[config.mk]
export PLATFORM = sky130hd
export DESIGN_NAME = seg7_to_binary
export DESIGN_NICKNAME = d
export VERILOG_FILES = /design/src/rtl/seg7_to_binary.sv
export SDC_FILE = /design/constraint.sdc
export NUM_CORES = 1
export LEC_CHECK = 0
export CAP_MARGIN = 20
export CORE_ASPECT_RATIO = 1.4
export CORE_MARGIN = 2
export CORE_UTILIZATION = 51
export CTS_BUF_LIST = sky130_fd_sc_hd__clkbuf_2
export DETAILED_ROUTE_END_ITERATION = 12
export PLACE_DENSITY_LB_ADDON = 0.08
export SLEW_MARGIN = 20
export SYNTH_ARGS = -nofsm -noshare
export SYNTH_HDL_FRONTEND = slang
export SYNTH_SLANG_ARGS = --single-unit
export TNS_END_PERCENT = 5
[constraint.sdc]
create_clock -name clk -period 3.6 [get_ports clk]
set_clock_uncertainty 0.2 [all_clocks]
set_input_delay 0.72 -clock clk [delete_from_list [all_inputs] [get_ports clk]]
set_output_delay 0.72 -clock clk [all_outputs]
set_load 0.005 [all_outputs]
[src/rtl/seg7_to_binary.sv]
// Recovers a 4-digit decimal frame from a multiplexed, common-anode 7-segment display bus.
// Synchronizes the pins, waits for a stable single-digit selection, decodes it, and commits a full frame.
module seg7_to_binary #(
  parameter int unsigned STABLE_CYCLES = 4
) (
  input  logic        clk,
  input  logic        rst,
  input  logic        sg7_g,
  input  logic        sg7_f,
  input  logic        sg7_e,
  input  logic        sg7_d,
  input  logic        sg7_c,
  input  logic        sg7_b,
  input  logic        sg7_a,
  input  logic [3:0]  dig_n,
  output logic [15:0] bcd,
  output logic [3:0]  err,
  output logic        frame_valid
);

  localparam int unsigned SAMPLE_W = 11;
  localparam int unsigned CNT_W    = 8;
  localparam int unsigned DIGITS   = 4;

  localparam logic [CNT_W-1:0] CNT_MAX = CNT_W'(STABLE_CYCLES - 1);
  localparam logic [CNT_W-1:0] CNT_CAP = CNT_W'(STABLE_CYCLES - 2);

  logic [SAMPLE_W-1:0] w_pins;
  logic [SAMPLE_W-1:0] r_sync1;
  logic [SAMPLE_W-1:0] r_sync2;
  logic [SAMPLE_W-1:0] r_prev;
  logic [CNT_W-1:0]    r_cnt;
  logic [CNT_W-1:0]    w_cnt_next;
  logic [15:0]         r_shadow;
  logic [3:0]          r_shadow_err;
  logic [3:0]          r_seen;
  logic [3:0]          w_seen_next;
  logic [3:0]          w_sel;
  logic                w_sel_valid;
  logic                w_same;
  logic                w_capture;
  logic                w_commit;
  logic [3:0]          w_nib;
  logic                w_nib_err;

  assign w_pins = {dig_n, sg7_g, sg7_f, sg7_e, sg7_d, sg7_c, sg7_b, sg7_a};

  // Two-flop synchronizer plus one-cycle history; idle state is all-ones (nothing lit/selected).
  always_ff @(posedge clk) begin
    if (rst) begin
      r_sync1 <= '1;
      r_sync2 <= '1;
      r_prev  <= '1;
    end else begin
      r_sync1 <= w_pins;
      r_sync2 <= r_sync1;
      r_prev  <= r_sync2;
    end
  end

  assign w_sel       = ~r_sync2[10:7];
  assign w_sel_valid = $onehot(w_sel);
  assign w_same      = (r_sync2 == r_prev);
  // Capture fires only on the transition into the saturated count, so once per stable run.
  assign w_capture   = w_sel_valid && w_same && (r_cnt == CNT_CAP);
  assign w_commit    = (r_seen == 4'hF);

  always_comb begin
    w_cnt_next = r_cnt;
    if (!w_sel_valid || !w_same) begin
      w_cnt_next = '0;
    end else if (r_cnt != CNT_MAX) begin
      w_cnt_next = r_cnt + CNT_W'(1);
    end
  end

  // Segment pattern {g,f,e,d,c,b,a}, active-low.
  always_comb begin
    w_nib     = 4'hF;
    w_nib_err = 1'b0;
    case (r_sync2[6:0])
      7'b1000000: w_nib = 4'd0;
      7'b1111001: w_nib = 4'd1;
      7'b0100100: w_nib = 4'd2;
      7'b0110000: w_nib = 4'd3;
      7'b0011001: w_nib = 4'd4;
      7'b0010010: w_nib = 4'd5;
      7'b0000010: w_nib = 4'd6;
      7'b1111000: w_nib = 4'd7;
      7'b0000000: w_nib = 4'd8;
      7'b0011000: w_nib = 4'd9;
      default:    w_nib_err = 1'b1;
    endcase
  end

  // A capture in the commit cycle starts the next frame's seen set.
  always_comb begin
    w_seen_next = w_commit ? 4'b0000 : r_seen;
    if (w_capture) begin
      w_seen_next = w_seen_next | w_sel;
    end
  end

  always_ff @(posedge clk) begin
    if (rst) begin
      r_cnt        <= '0;
      r_seen       <= '0;
      r_shadow     <= '0;
      r_shadow_err <= '0;
    end else begin
      r_cnt  <= w_cnt_next;
      r_seen <= w_seen_next;
      for (int i = 0; i < DIGITS; i++) begin
        if (w_capture && w_sel[i]) begin
          r_shadow[4*i +: 4] <= w_nib;
          r_shadow_err[i]    <= w_nib_err;
        end
      end
    end
  end

  always_ff @(posedge clk) begin
    if (rst) begin
      bcd         <= '0;
      err         <= '0;
      frame_valid <= 1'b0;
    end else begin
      frame_valid <= w_commit;
      if (w_commit) begin
        bcd <= r_shadow;
        err <= r_shadow_err;
      end
    end
  end

endmodule

==> metrics.md <==
| Metric | Value |
|---|---|
| Cts hold-fix bufs | `0` |
| Async SR Flop Fraction | `0%` |
| Most common cell on crit path | `ha_1` |
| Yosys reg bits | `86` |
| Placement Cell Area | `3790 sq um` |
| Critical-path top delay cell | `nor4_4` |
| Synthesized area | `3460 sq um` |
| Die W | `73.6 um` |
| Static leakage | `1.37 nW` |
| HP Class | `flop to flop` |
| Yosys cell types | `43` |
| CP Capture Point | `r_shadow[0]` |
| Antenna Nets Post-Route | `0` |
| Syn nets | `361` |
| Initial DRC count | `83` |
| I/O Pins | `34` |
| Core ar. | `6570 sq um` |
| Max cap viols | `0` |
| Clock group share of total power | `37.7%` |
| Path depth of the worst reg2reg path | `9` |
| Routability cong. | `0.836` |
| CTS tree | `done` |
| P per Cell Area | `436 nW/um^2` |
| RSZ-0062 raised after global routing | `no` |
| Aggregate routed wire length | `5700 um` |
| Post-CTS Setup Bufs | `0` |
| First drt pass iteration count | `4` |
| # rows | `35` |
| Status | `completed` |
| EDFF count, synth | `0` |
| Vias in the first global route | `2,175` |
| DIE AREA | `7480 sq um` |
| Fin area | `3980 sq um` |
| Maximum level of the CTS H-tree | `3` |
| Area of the multi-input gates | `1620 sq um` |
| Fin crit share | `86.8%` |
| Buffers on Ports | `33` |
| Final setup TNS | `0 ns` |
| CP max stage delay | `0.59 ns` |
| Root Buffer | `clkbuf_2` |
| Fin Hold WS | `0.241 ns` |
| Reg2reg setup slack | `0.48 ns` |
| Reg-to-Reg End | `r_shadow[0]` |
| CTS resizes | `0` |
| Layout area overhead | `14.8%` |
| Filler cells | `599` |
| Nets | `391` |
| Die height | `102 um` |
| DRC viols | `0` |
| CTS Buffer Depth | `2` |
| Yosys warning count | `0` |
| Crit path max fanout | `8` |
| Slew Viols, Final | `0` |
| RR Startpoint | `r_sync2[7]` |
| Layout cells sized above 1 | `19.0%` |
| Crit path time final | `3.12 ns` |
| CTS Sinks | `86` |
| Cell Chain, Critical Path | `fa_1, inv_1, ha_1, ha_1, nor3b_2, nand4_4, nor4_4, nor2_1, a211oi_1` |
| Mapped Cells | `343` |
| Maximum clock frequency | `0.320 GHz` |
| Final Hold Vio Count | `0` |
| CP endpoint kind | `flop` |
| Final WS setup | `0.476 ns` |
| Crit path required time | `3.84 ns` |
| Storage cell area | `1720 sq um` |
| First-pass GRT wire length | `9920 um` |
| Switching share of power | `23.6%` |
| Crit path from | `r_sync2[7]` |
| Most used DFF post-synth | `dfxtp_1` |
| Worst slack at placement | `0.452 ns` |
| Largest net degree at the start of global routing | `39` |
| Drt wl/cell | `12.6 um` |
| Total CTS buffers | `9` |
| Clock-pin slew on the worst setup and hold paths | `0.23 ns` |
| Tightest Pin Transition | `0.638 ns` |
| Total GRT Usage | `17.1%` |
| Int Pwr | `1.32 mW` |
| Slew HR | `57.4%` |
| Initial Utilization | `52.7%` |
| Combinational share of power | `5.5%` |
| Endpoints failing setup | `0` |
| Sequential area share after synthesis | `49.7%` |
| Skew-Pair Late Insertion Delay | `0.53 ns` |
| Global route total overflow | `0` |
| Total number of vias | `2,308` |
| Power Total | `1.73 mW` |
| Crit Path Class | `flop to flop` |
| Seq pwr share | `56.8%` |
| CP startpoint kind | `flop` |
| Maximum vdd drop | `0.000242 V` |
| DP HPWL | `4150 um` |
| Sw Pwr | `0.408 mW` |
| Critical Path AT | `3.36 ns` |
| Initial antenna violation count | `0` |
| Vias per cell | `5.11` |
| Ant diodes | `0` |
| Syn Area/Cell | `10.1 sq um` |
[power groups by stage]
| stage | clock network, mW | logic, mW | registers, mW |
|---|---|---|---|
| after global routing | 0.704 | 0.106 | 0.988 |
| after floorplan | 0 | 0.0831 | 0.995 |
| after CTS | 0.670 | 0.0976 | 0.985 |
| after global placement | 0 | 0.0954 | 1.00 |
| final | 0.653 | 0.0955 | 0.984 |
| after detailed placement | 0 | 0.0976 | 1.00 |
[layer usage]
metal	GRT usage, %	routed length [um]	up-vias
li1	-	-	1219
met5	0	0	-
met1	21.6	2640	1046
met4	6.71	85	0
met2	27.5	2800	37
met3	4.48	178	6
[synth_stat cells (all sizes together), types with 5 or more instances]
cell | number | area [sq um]
nor4 | 6 | 128
clkbuf | 13 | 68.8
nand2b | 5 | 31.3
nand2 | 42 | 158
a21oi | 26 | 130
inv | 5 | 18.8
a211oi | 10 | 75.1
nor2 | 31 | 119
or2 | 35 | 219
dfxtp | 86 | 1720
nand3 | 6 | 30.0
nand3b | 5 | 37.5
mux2i | 12 | 120
xor2 | 6 | 52.6
xnor2 | 14 | 145
nor3 | 5 | 25.0
nand4 | 8 | 95.1
[placed cells by master (no fill, tap or decap), types with 6 or more instances in the layout]
master	netlist	layout
mux2i_1	12	12
a211oi_1	10	10
nand2_1	42	42
xor2_1	6	6
nor2_1	30	30
or2_2	33	33
nand3_1	6	6
a21oi_1	26	26
xnor2_1	11	11
clkbuf_2	0	9
nor4_4	6	6
clkdlybuf4s50_1	0	32
dfxtp_1	86	86
[final cells by class]
| class | instances | share of cell area [%] |
|---|---|---|
| inverter | 5 | 0.472 |
| clock inverter | 7 | 3.18 |
| tap | 74 | 2.33 |
| timing repair buffer | 36 | 8.84 |
| multi-input combinational | 235 | 40.7 |
| clock buffer | 9 | 1.13 |
| sequential | 86 | 43.3 |
[critical path: cells and delay by family (launching register included)]
family                     cells  cell delay (ns)
AOI/OAI and AO/OA              1             0.22
adders and majority gates      3             0.99
buffers and inverters          1             0.04
DFF                            1             0.40
and+or+nand+nor                4             1.17
[worst min-delay path by stage]
| stage | slack [ns] | startpoint | cells after the start | endpoint |
|---|---|---|---|---|
| 6_report | 0.24 | r_sync1[8] | 1 | r_sync2[8] |
| 5_1_grt | 0.24 | r_shadow_err[0] | 2 | err[0] |
| 4_1_cts | 0.24 | r_shadow_err[0] | 2 | err[0] |
| 3_5_place_dp | 0.19 | r_sync1[8] | 1 | r_sync2[8] |
| 3_3_place_gp | 0.19 | r_sync1[1] | 1 | r_sync2[1] |
| 2_1_floorplan | 0.19 | r_sync1[0] | 1 | r_sync2[0] |
[flip-flops by register name, summed over array words and instances, names as in the netlist]
| signal | cells |
|---|---|
| bcd | 16 |
| r_shadow | 16 |
| r_prev | 11 |
| r_sync1 | 11 |
| r_sync2 | 11 |
| r_cnt | 8 |
| err | 4 |
| r_seen | 4 |
| r_shadow_err | 4 |
| frame_valid | 1 |
[kinds of logic after synthesis]
logic type	synth area share (%)
AOI/OAI and AO/OA	7.33
xor gates and xnor gates	5.71
adders and majority gates	2.02
buffers and inverters	3.54
DFF	49.7
muxes	3.47
and+or+nand+nor	28.2
[metrics by stage]
step                std cells  util (%)
detailed placement        435      57.7
floorplan                 343         -
global route              452      60.5
finish                    452      60.5
CTS                       451      60.3
global placement          435      57.7
(Power assumes the default switching activity.)
